<file path="src/rtl/new_usb_nonperiodicsched.sv">
// Nonperiodic (control/bulk) ED list scheduler: picks a list, issues one ED service request, waits for completion.
// Optional NEW_USB_CBSR_RATIO_EN: counter-driven control/bulk ratio instead of simple alternation.
module new_usb_nonperiodicsched (
  input  logic clk_i,
  input  logic rst_ni,
  input  logic nonperiodic_en_i,
  input  logic cle_i,
  input  logic ble_i,
  input  logic clf_i,
  input  logic blf_i,
  input  logic counter_overflown_i,
  input  logic counter_is_threshold_i,
  output logic req_valid_o,
  input  logic req_ready_i,
  output logic req_bulk_o,
  output logic req_restart_o,
  output logic req_final_o,
  input  logic done_valid_i,
  input  logic done_last_i,
  input  logic done_td_served_i,
  output logic served_control_td_o,
  output logic served_bulk_td_o,
  output logic clear_clf_o,
  output logic clear_blf_o,
  output logic busy_o
);

  localparam logic [1:0] IDLE  = 2'd0;
  localparam logic [1:0] ISSUE = 2'd1;
  localparam logic [1:0] WAIT  = 2'd2;

  logic [1:0] state_q, state_d;
  logic       ctrl_at_head_q, bulk_at_head_q;
  logic       req_bulk_q, req_restart_q, req_final_q;
  logic       served_ctrl_q, served_bulk_q;
  logic       ctrl_active, bulk_active;
  logic       sel_valid, sel_bulk, sel_final;
  logic       select, handshake, done;

  // A list with its head flag set only has work if the HC marked it filled.
  assign ctrl_active = cle_i && (!ctrl_at_head_q || clf_i);
  assign bulk_active = ble_i && (!bulk_at_head_q || blf_i);
  assign sel_valid   = ctrl_active || bulk_active;

`ifdef NEW_USB_CBSR_RATIO_EN
  assign sel_bulk  = !(ctrl_active && (!counter_overflown_i || !bulk_active));
  assign sel_final = !sel_bulk && counter_is_threshold_i;
`else
  logic prefer_bulk_q;
  logic unused_counter;

  assign unused_counter = counter_overflown_i ^ counter_is_threshold_i;
  assign sel_bulk       = bulk_active && (!ctrl_active || prefer_bulk_q);
  assign sel_final      = 1'b0;

  // Flip preference toward the other list every time a TD actually gets served.
  always_ff @(posedge clk_i or negedge rst_ni) begin
    if (!rst_ni) begin
      prefer_bulk_q <= 1'b0;
    end else if (done && done_td_served_i) begin
      prefer_bulk_q <= !req_bulk_q;
    end
  end
`endif

  assign select    = (state_q == IDLE) && nonperiodic_en_i && sel_valid;
  assign handshake = (state_q == ISSUE) && req_ready_i;
  assign done      = (state_q == WAIT) && done_valid_i;

  always_comb begin
    state_d = state_q;
    case (state_q)
      IDLE:    if (select)    state_d = ISSUE;
      ISSUE:   if (req_ready_i) state_d = WAIT;
      WAIT:    if (done_valid_i) state_d = IDLE;
      default: state_d = IDLE;
    endcase
  end

  always_ff @(posedge clk_i or negedge rst_ni) begin
    if (!rst_ni) begin
      state_q        <= IDLE;
      ctrl_at_head_q <= 1'b1;
      bulk_at_head_q <= 1'b1;
      req_bulk_q     <= 1'b0;
      req_restart_q  <= 1'b0;
      req_final_q    <= 1'b0;
      served_ctrl_q  <= 1'b0;
      served_bulk_q  <= 1'b0;
    end else begin
      state_q       <= state_d;
      served_ctrl_q <= done && done_td_served_i && !req_bulk_q;
      served_bulk_q <= done && done_td_served_i && req_bulk_q;
      if (select) begin
        req_bulk_q    <= sel_bulk;
        req_restart_q <= sel_bulk ? bulk_at_head_q : ctrl_at_head_q;
        req_final_q   <= sel_final;
      end
      if (handshake && req_restart_q) begin
        if (req_bulk_q) bulk_at_head_q <= 1'b0;
        else            ctrl_at_head_q <= 1'b0;
      end
      if (done && done_last_i) begin
        if (req_bulk_q) bulk_at_head_q <= 1'b1;
        else            ctrl_at_head_q <= 1'b1;
      end
    end
  end

  assign req_valid_o         = (state_q == ISSUE);
  assign req_bulk_o          = (state_q == ISSUE) ? req_bulk_q    : 1'b0;
  assign req_restart_o       = (state_q == ISSUE) ? req_restart_q : 1'b0;
  assign req_final_o         = (state_q == ISSUE) ? req_final_q   : 1'b0;
  assign clear_clf_o         = handshake && req_restart_q && !req_bulk_q;
  assign clear_blf_o         = handshake && req_restart_q && req_bulk_q;
  assign served_control_td_o = served_ctrl_q;
  assign served_bulk_td_o    = served_bulk_q;
  assign busy_o              = (state_q != IDLE);

endmodule

</file>
<file path="config.mk">
export PLATFORM = sky130hd
export DESIGN_NAME = new_usb_nonperiodicsched
export DESIGN_NICKNAME = d
export VERILOG_FILES = /design/src/rtl/new_usb_nonperiodicsched.sv
export SDC_FILE = /design/constraint.sdc
export NUM_CORES = 1
export LEC_CHECK = 0
export ABC_AREA = 0
export ABC_CLOCK_PERIOD_IN_PS = 2100
export CAP_MARGIN = 20
export CORE_AREA = 4 4 41 43
export CTS_CLUSTER_DIAMETER = 200
export DETAILED_ROUTE_END_ITERATION = 6
export DIE_AREA = 0 0 45 47
export GPL_TIMING_DRIVEN = 0
export PLACE_DENSITY = 0.75
export SLEW_MARGIN = 20
export SYNTH_ARGS = -nofsm -noshare
export SYNTH_HDL_FRONTEND = slang
export SYNTH_SLANG_ARGS = --single-unit
</file>
<file path="constraint.sdc">
create_clock -name clk_i -period 2.1 [get_ports clk_i]
set_input_delay 0.315 -clock clk_i [delete_from_list [all_inputs] [get_ports clk_i]]
set_output_delay 0.315 -clock clk_i [all_outputs]
set_load 0.1 [all_outputs]
</file>
== Word level (Yosys, flattened, before mapping) ==
Index checks and enable logic that the tools add are counted.
Cells by class
  eq/ne operators: 5
  reduce and logical (&&, ||, !) cells: 25
  muxes and demuxes: 15
Operator list (number)
  logical AND 1 bit: 14
  2-to-1 mux 1 bit: 11
  2-to-1 mux 2 bit: 3
  one-hot mux 2 bit (3 select lines): 1
  logical NOT 1 bit: 4
  logical OR 1 bit: 4
  != test 2 bit (second input constant): 2
  AND reduction 3 bit: 1
  equality test 2 x 1 -> 1 bit (second input constant): 1
  equality test 2 bit (second input constant): 1
  logical NOT 2 bit: 1
  != test 2 x 1 -> 1 bit (second input constant): 1
  nonzero test 2 bit: 1
Storage, ports and cells
  word-level logic and storage cells: 53
  register bits after elaboration: 9
  bits of input ports: 13
  output and inout bits: 9

== Depth between registers and ports, before layout ==
Gate-level depths: netlist of the first run.
  word-level depth: 7
  depth in mapped cells: 4
  mapped depth without buffers: 4

== Worst setup path after synthesis of the first run ==
OpenSTA, ideal clock, no wires.
  kind: flip-flop to output port
  from: reg state_q[1]
  to: out clear_blf_o
  data required time: 1.785 ns
  arrival time: 2.714 ns
  buffers on the path: 0
  cell stages (with the launch flop): 4
  setup slack: -0.929 ns
  cells stage by stage: dfrtp_1 > and2b_1 > nand3_1 > nor2_1
Between the ends
  cells in the longest elaborated chain, start to end: 4
Ends and longest elaborated chain
  start: declaration: line 32  | logic [1:0] state_q, state_d;
  start signal: assignment: line 91  | state_q <= state_d;
  equality test 2 x 1 -> 1 bit
  named net req_valid_o: line 13  | output logic req_valid_o,
  logical AND 1 bit: line 67  | assign handshake = (state_q == ISSUE) && req_ready_i;
  logical AND 1 bit (2 in a row): line 115  | assign clear_blf_o = handshake && req_restart_q && req_bulk_q;
  end: declaration: line 24  | output logic clear_blf_o,
The timed path passes the listed nets, and every way through them passes these cells.

== Worst setup path after layout of the first run ==
  from: reg served_bulk_q, in the netlist served_bulk_td_o
  to: out served_bulk_td_o
RTL lines
  start: declaration: line 35  | logic served_ctrl_q, served_bulk_q;
  start signal: assignment: line 93  | served_bulk_q <= done && done_td_served_i && req_bulk_q;
  end: declaration: line 22  | output logic served_bulk_td_o,
No word-level cell between the ends.

==> results by stage, run 1 <==
Routing:
- In the final routed layout, each cell accounts on average for 11.58 um.
- After detailed routing, the total wire length is 938 um.
- The final routed DRC violation total is 0.
- The first detailed-routing pass took 4 iterations.
- For this block, the initial DRC count from the detailed router was 13.
- The ratio of routed vias to standard cells is 4.704.
- The final route contains 381 vias.
- The final antenna-violating net count is 0.

Floorplan:
- Once the floorplan was initialized, standard cells occupied 35.00% of the core.
- The die outline area is 2115 um2.
- The die is 47 um tall.
- The die span in x is approximately 45 um.
- The total area inside the core boundary comes to 1301 um2.
- Row generation in the floorplan step produced 13 rows.
- The count of boundary I/O pins is 22.

Placed design:
- Summed over all nets, the half-perimeter wirelength after detailed placement is 756.2 um.
- During placement, the flow inserted port buffers numbering 18.
- The instance count after placement with tap cells included is between 70 and 80.
- The final weighted congestion in routability-driven placement is 0.7839.
- The worst-case setup slack after placement is -0.5313 ns.

Setup path:
- The largest individual stage delay along the critical path comes from the cell sky130_fd_sc_hd__clkdlybuf4s50_1.
- The signal arrival time at the worst endpoint is ~1.7 ns.
- The maximum fanout count along the critical path is 1.
- STA classifies the critical path startpoint as a register.
- In this design, the stage delay of the slowest critical-path cell is roughly 1.1 ns.
- The signal on the critical path passes through clkdlybuf4s50_1.
- Counting both buffers and inverters, the worst setup path holds a total of 1.
- The kind of cell adding the most delay to the critical path is buffers and inverters.
- The class of the most critical setup path is register to output port.
- The register-to-register path setup slack is 0.77 ns.
- The number of cells on the worst reg-to-reg path is 4.
- STA classifies the critical path endpoint as an output port.
- STA puts the critical path data required time at 1.78 ns.
- The worst register-to-register path ends at req_restart_q.

Clocking:
- The clock network latency to the later pin of the worst-skew pair is ~0.26 ns.
- The clock tree from TritonCTS is yes.
- The buffers inserted during post-CTS setup optimization is 0.
- The clock-pin slew reported for the worst setup and hold paths after clock tree synthesis is 0.06 ns.
- The number of buffers created by CTS is 3.
- The number of clock sinks is 9.
- The level count of the clock H-tree is 1.
- Gates resized during post-CTS repair numbered 18.
- Counting along the longest clock path gives a buffer depth of 2.
- Clock tree synthesis selected as its root buffer the cell sky130_fd_sc_hd__clkbuf_4.
- The post-cts hold buffer count is 0.

Status:
- The run finished with clean final reports.

STA:
- Setup repair after global routing left no endpoint under its margin.
- The count of endpoints failing hold in the final timing report came to 0.
- The clock skew after layout is 0.001111 ns.
- The slack of the critical path is 0.08161 ns.
- The worst-margin pin slew is 0.9622 ns.
- The final number of max-transition violations was 0.
- The timing-limited maximum frequency is ~500 MHz.
- The final critical path takes up 96.11% of the cycle.
- The number of failing setup endpoints in the final timing report is 0.
- The normalized max-slew margin is 35.65%.
- The final critical delay including setup and external delays is 2.018 ns.

Cells and area:
- The number of antenna repair diodes is 0.
- At the end of the flow the core is filled with cells to a little over half.
- From synthesis to final layout, the design area changed by 50.00%.
- The net count of the finished layout is 80.
- Of the cells placed in the final design, the portion with a size suffix greater than 1 is 28.79%.
- For this run, the number of standard cells in the final layout without fillers is a little over 80.

Yosys:
- During synthesis, Yosys emitted a total of 0 warnings.
- When the netlist entered floorplanning its net count stood at 57.
- The share of flip-flops with an asynchronous set or reset is between 90% and 100%.
- The commonest cells after synthesis are 7 x sky130_fd_sc_hd__dfrtp_1, 5 x sky130_fd_sc_hd__inv_1, 4 x sky130_fd_sc_hd__nor2_1.
- After synthesis the netlist holds a flip-flop and latch count of 9.
- Among all flip-flop cells after synthesis, the most frequent one is sky130_fd_sc_hd__dfrtp_1.
- In this run the cell area of the synthesized design comes to ~460 um2.
- The portion of the post-synthesis area used by sequential elements is 50.00%.
- The largest area contributor in the synthesized netlist is sky130_fd_sc_hd__dfrtp_1.
- The most repeated cell in the gate-level netlist after synthesis is sky130_fd_sc_hd__dfrtp_1.
- The count of different cell masters after synthesis is 22.
- The count of mapped cells out of synthesis is 44.
- Of the post-synthesis cell area, the dominant cell type holds 38.46%.
- The count of flip-flops with a built-in enable after synthesis is 0.
- Ranked by total cell area, the synthesized netlist is headed by sky130_fd_sc_hd__dfrtp_1 38%, sky130_fd_sc_hd__dfstp_2 12%, sky130_fd_sc_hd__a211oi_4 4.4%, sky130_fd_sc_hd__mux2i_1 4.4%, sky130_fd_sc_hd__inv_1 4.1%.
- The per-instance average area after synthesis is 10.35 um2.

GRT:
- Entering global routing, the biggest net connects 10 pins.
- The first-pass GRT wire length is 1662 um.
- The number of global-route vias before repair is 392.
- Global routing consumed, over all layers together, 11.68% of the routing resources.
- For this run the aggregate overflow at the end of global routing stands at 0.
- The number of antenna violations at the first check in global routing was 0.

Job:
- The max-capacitance violation count is 0.

Pwr:
- The worst-case vdd ir drop is 0.9549 mV.
- Power spread over the standard cell area amounts to 1554 nW/um2.
- The total design power is ~1.1 mW.
- For this design the static power due to leakage is 0.3157 nW.

Min path:
- The kind of path behind the tightest hold check is primary input to asynchronous set/reset pin.
routing by layer:
| layer | wire, um | track usage (%) | vias up |
|---|---|---|---|
| met3 | 82 | 7.280 | 4 |
| met2 | 490 | 18.08 | 11 |
| li1 | - | - | 188 |
| met4 | 19 | 7.602 | 0 |
| met5 | 0 | 0 | - |
| met1 | 347 | 11.79 | 178 |
cell usage in the layout, fill, tap and decap left out:
cell type,Yosys,layout
sky130_fd_sc_hd__clkbuf_2,0,1
sky130_fd_sc_hd__mux2_4,1,1
sky130_fd_sc_hd__nand3_1,3,3
sky130_fd_sc_hd__clkdlybuf4s15_2,0,2
sky130_fd_sc_hd__buf_2,0,2
sky130_fd_sc_hd__and2_1,2,2
sky130_fd_sc_hd__o21ai_0,1,1
sky130_fd_sc_hd__inv_2,1,1
sky130_fd_sc_hd__o21ai_1,2,2
sky130_fd_sc_hd__nor2_4,0,2
sky130_fd_sc_hd__and2b_2,0,1
sky130_fd_sc_hd__clkdlybuf4s50_1,0,12
sky130_fd_sc_hd__o22ai_1,2,2
sky130_fd_sc_hd__mux2i_1,2,2
sky130_fd_sc_hd__o221ai_2,1,1
sky130_fd_sc_hd__or2_4,1,1
sky130_fd_sc_hd__buf_4,1,1
sky130_fd_sc_hd__clkbuf_4,0,3
sky130_fd_sc_hd__conb_1,1,1
sky130_fd_sc_hd__dlygate4sd2_1,0,1
sky130_fd_sc_hd__inv_1,5,5
sky130_fd_sc_hd__clkbuf_1,0,1
sky130_fd_sc_hd__dfrtp_1,7,7
sky130_fd_sc_hd__a21o_1,2,2
sky130_fd_sc_hd__a211oi_4,1,1
sky130_fd_sc_hd__nand2b_1,1,1
sky130_fd_sc_hd__nor2b_1,2,2
sky130_fd_sc_hd__nor2_1,4,2
sky130_fd_sc_hd__dfstp_2,2,2
sky130_fd_sc_hd__nand2_1,1,1
metrics by stage:
| stage | hold WS [ns] | instance area (um2) | setup TNS (ns) |
|---|---|---|---|
| 2_1_floorplan | 0.01941 | 471.7 | 0 |
| 3_3_place_gp | 0.4826 | 670.6 | -1.224 |
| 3_5_place_dp | 0.4869 | 670.6 | -1.240 |
| 4_1_cts | 0.3515 | 686.9 | 0 |
| 5_1_grt | 0.3576 | 683.2 | 0 |
| 6_report | 0.3522 | 683.2 | 0 |
final cells by class:
class,count,area (um2)
well taps,15,18.77
fillers,126,618.1
flip-flops and latches,9,227.7
inverters,6,22.52
multi-input cells,28,214.0
plain buffers,1,7.507
repair buffers,18,166.4
clock buffers,4,26.28
where the power goes:
part	internal, mW	switching, mW
sequential	0.252	0.0466
combinational	0.178	0.453
clock	0.0730	0.0577
logic make-up after synthesis:
family,after synthesis,share of synthesized area [%]
mux,3,7.692
buf+inv,7,6.594
flops,9,50.00
simple gates,15,17.86
compound gates,9,17.03
other cells,1,0.8234
how the worst max path moves through the flow:
stage                     start                to  slack (ns)  cells after the start
2_1_floorplan        state_q[1]        req_bulk_o        0.02                      2
3_3_place_gp        req_ready_i       clear_blf_o       -0.52                      4
3_5_place_dp        req_ready_i       clear_clf_o       -0.53                      4
4_1_cts              state_q[1]       req_valid_o        0.01                      2
5_1_grt              state_q[1]       clear_blf_o       0.001                      4
6_report       served_bulk_td_o  served_bulk_td_o        0.08                      1
Power figures use the tool's default switching activity.
==> run 2: changes to the inputs <==
- ABC_CLOCK_PERIOD_IN_PS: 2100 -> 2400
- CORE_AREA: 4 4 41 43 -> 8 8 45 47
- DIE_AREA: 0 0 45 47 -> 0 0 53 55
- HOLD_SLACK_MARGIN: default -> 0.02
- clock period: 2.1 -> 2.4 ns (I/O delays scaled with it)
==> run 2 against run 1 <==
Net effect: global-route usage down 3.3 points; hold slack improved by 0.047 ns; sequential cell count stayed put; cell count rose by 1.2%; clock power is 15% lower; sequential power fell by 13%; core utilization decreased by 2.8 points; design area grew 0.73%.
==> results by stage, run 2 (synthesized netlist as in run 1, its figures left out) <==
Setup path:
- Broken down by cell family, the worst path's largest delay share belongs to buffers and inverters.
- The worst flop-to-flop path endpoint is req_restart_q.
- The required time of the worst setup path is 2.04 ns (+0.26 ns).
- The beginning of the critical path is state_q[1].
- The sort of element at the start of the critical path is a register.
- The maximum fanout count along the critical path is 6 (+5).
- The signal arrival time at the worst endpoint is 1.94 ns (+0.24 ns).
- Traced cell by cell, the critical path runs through and2b_1 > and2_2 > dlygate4sd2_1.
- The worst setup path is captured at an output port.
- The number of cell instances on the worst register-to-register path is 3 (-1).
- The cell type of the slowest stage on the worst timing path is sky130_fd_sc_hd__dlygate4sd2_1.
- The class of the most critical setup path is register to output port.
- The buffers plus inverters on the worst setup path is 1 (unchanged).
- The highest cell delay on the worst timing path is 0.84 ns (-0.28 ns).
- The worst register-to-register path begins at state_q[0].
- The register-to-register path setup slack is 1.06 ns (+0.29 ns).

Floorplan:
- The die height is 55 um (+17%).
- The placeable core region is 1384 um2 (+6.3%).
- The die outline area was 2915 um2 (+38%).
- The die span in x is 53 um (+18%).
- The count of boundary I/O pins is 22 (unchanged).
- The row count is 14 (+1).
- The initial core utilization came to 32.91% (-2.1 points).

STA:
- The final critical delay including setup and external delays is 2.296 ns.
- The count of endpoints failing hold in the final timing report is 0 (unchanged).
- The worst hold slack across all endpoints was 0.3990 ns (+0.04686 ns).
- The slack of the critical path is 0.1036 ns (+0.02202 ns).
- Setup repair after global routing left no endpoint under its margin.
- The number of failing setup endpoints in the final timing report is 0 (unchanged).
- The final-layout setup total negative slack is 0 ns (unchanged).
- The worst-margin pin slew is 0.9704 ns (+0.008194 ns).
- The final number of max-transition violations is 0 (unchanged).
- The clock skew after layout is 0.003675 ns (+0.002564 ns).
- The normalized max-slew margin came to 35.10% (-0.55 points).
- In the finished design, the share of the clock period the worst path needs comes to 95.68%.
- The timing-limited maximum frequency is between 400 and 500 MHz.

Cells and area:
- The net total in the final layout is 80 (unchanged).
- The fraction of layout cells with a size suffix above 1 came to 25.76% (-3.0 points).
- The number of antenna repair diodes is 0 (unchanged).
- The count of fill cells added during filler insertion is 140 (+11%).
- The most common library cell in the layout ignoring fill and taps is sky130_fd_sc_hd__clkdlybuf4s50_1.
- The post-route core utilization is 49.73% (-2.8 points).
- The area growth from synthesis to layout is 51.10%.
- Leaving out fill and tap cells, the most frequent cells in the layout are 13 x sky130_fd_sc_hd__clkdlybuf4s50_1, 7 x sky130_fd_sc_hd__dfrtp_1, 5 x sky130_fd_sc_hd__inv_1.

Clocking:
- The clock-pin slew reported for the worst setup and hold paths after clock tree synthesis was 0.06 ns (about the same).
- The number of buffers created by CTS came to 3 (unchanged).
- The level count of the clock H-tree was 1 (unchanged).
- The post-cts hold buffer count was 0 (unchanged).
- The clock network latency to the later pin of the worst-skew pair is 0.25 ns (about the same).
- The maximum number of buffers from clock root to sink is 2 (unchanged).
- The number of clock sinks came to 9 (unchanged).
- TritonCTS built the clock tree.
- The root buffer selected by CTS is sky130_fd_sc_hd__clkbuf_4.

Pwr:
- The leakage power of the design was 0.3216 nW (+1.8%).
- The worst-case vdd ir drop is 0.5224 mV (-45%).
- The total design power was 0.9319 mW (-12%).
- The power per standard cell area is 1354 nW/um2 (-13%).

Routing:
- The wire length after detailed routing is 1033 um (+10%).
- The ratio of routed vias to standard cells is 4.610 (-2.0%).
- The final antenna-violating net count is 0 (unchanged).
- The DRC violation total after the first TritonRoute iteration is 1 (-12).
- The final routed DRC violation total came to 0 (unchanged).
- The average wire per standard cell is 12.60 um (+8.8%).
- The detailed-route via count is 378 (-0.79%).
- The number of detailed-routing iterations run before antenna repair came to 2 (-2).

Status:
- The flow ran to the end, and the final reports show no timing, DRC or antenna violations.

GRT:
- The number of antenna violations at the first check in global routing was 0 (unchanged).
- The residual overflow from global routing is 0 (unchanged).
- The number of global-route vias before repair is 387 (-1.3%).
- The maximum number of pins on one net before global-route repair came to 10 (unchanged).
- The first-pass GRT wire length is 1731 um (+4.2%).
- The total track usage came to 8.375% (-3.3 points).

Job:
- The max-capacitance violation count is 0 (unchanged).

Placed design:
- The count of input and output buffers is 18 (unchanged).
- The final weighted congestion in routability-driven placement was 0.7379 (-5.9%).
- The detailed-placement wirelength estimate is 920.7 um (+22%).
- The worst-case setup slack after placement was -0.2460 ns (+0.2854 ns).

Min path:
- The min-delay analysis places its worst path in the category primary input to asynchronous set/reset pin.
run 2: cell count changes in the layout (fill, tap and decap cells not counted):
cell,previous run,this run
sky130_fd_sc_hd__and2_1,2,0
sky130_fd_sc_hd__and2_2,0,2
sky130_fd_sc_hd__buf_2,2,0
sky130_fd_sc_hd__dlygate4sd2_1,1,3
sky130_fd_sc_hd__nor2_2,0,2
sky130_fd_sc_hd__nor2_4,2,0
sky130_fd_sc_hd__and2b_1,0,1
sky130_fd_sc_hd__and2b_2,1,0
sky130_fd_sc_hd__clkbuf_2,1,0
sky130_fd_sc_hd__clkdlybuf4s50_1,12,13
run 2: per-layer routing:
metal / wire length, um / up-vias / track usage, %
li1: - / 191 / -
met2: 540 / 14 / 15.82
met4: 4 / 0 / 2.586
met1: 379 / 171 / 6.998
met3: 109 / 2 / 5.348
met5: 0 / - / 0
run 2: timing repair:
action / in CTS / in global routing
buffers inserted: 0 / 0
gates resized for setup: 9 / 0
setup endpoints to repair: 5 / 0
run 2: final cells by class:
class / count / area [um2] / area share (%)
clock buffer: 4 / 26.28 / 3.818
inverter: 6 / 22.52 / 3.273
multi-input combinational: 28 / 205.2 / 29.82
timing repair buffer: 18 / 178.9 / 26.00
tap: 16 / 20.02 / 2.909
sequential: 9 / 227.7 / 33.09
buffer: 1 / 7.507 / 1.091
run 2: worst max-delay path by stage:
| stage | to | slack [ns] | cells past startpoint |
|---|---|---|---|
| 3_5_place_dp | clear_clf_o | -0.25 | 4 |
| 2_1_floorplan | clear_blf_o | -0.26 | 3 |
| 3_3_place_gp | clear_clf_o | -0.23 | 4 |
| 4_1_cts | req_restart_o | 0.08 | 3 |
| 6_report | req_restart_o | 0.10 | 3 |
| 5_1_grt | req_bulk_o | 0.02 | 3 |
run 2: power by group:
group          switching [mW]  total (mW)  internal, mW
Combinational           0.396       0.560         0.163
Sequential             0.0389       0.260         0.221
Clock                  0.0486       0.112        0.0638
run 2: per-stage QoR:
step	area [um2]	cells
finish	688.2	82
global route	688.2	82
CTS	688.2	82
detailed placement	663.1	78
global placement	663.1	78
floorplan	462.9	44
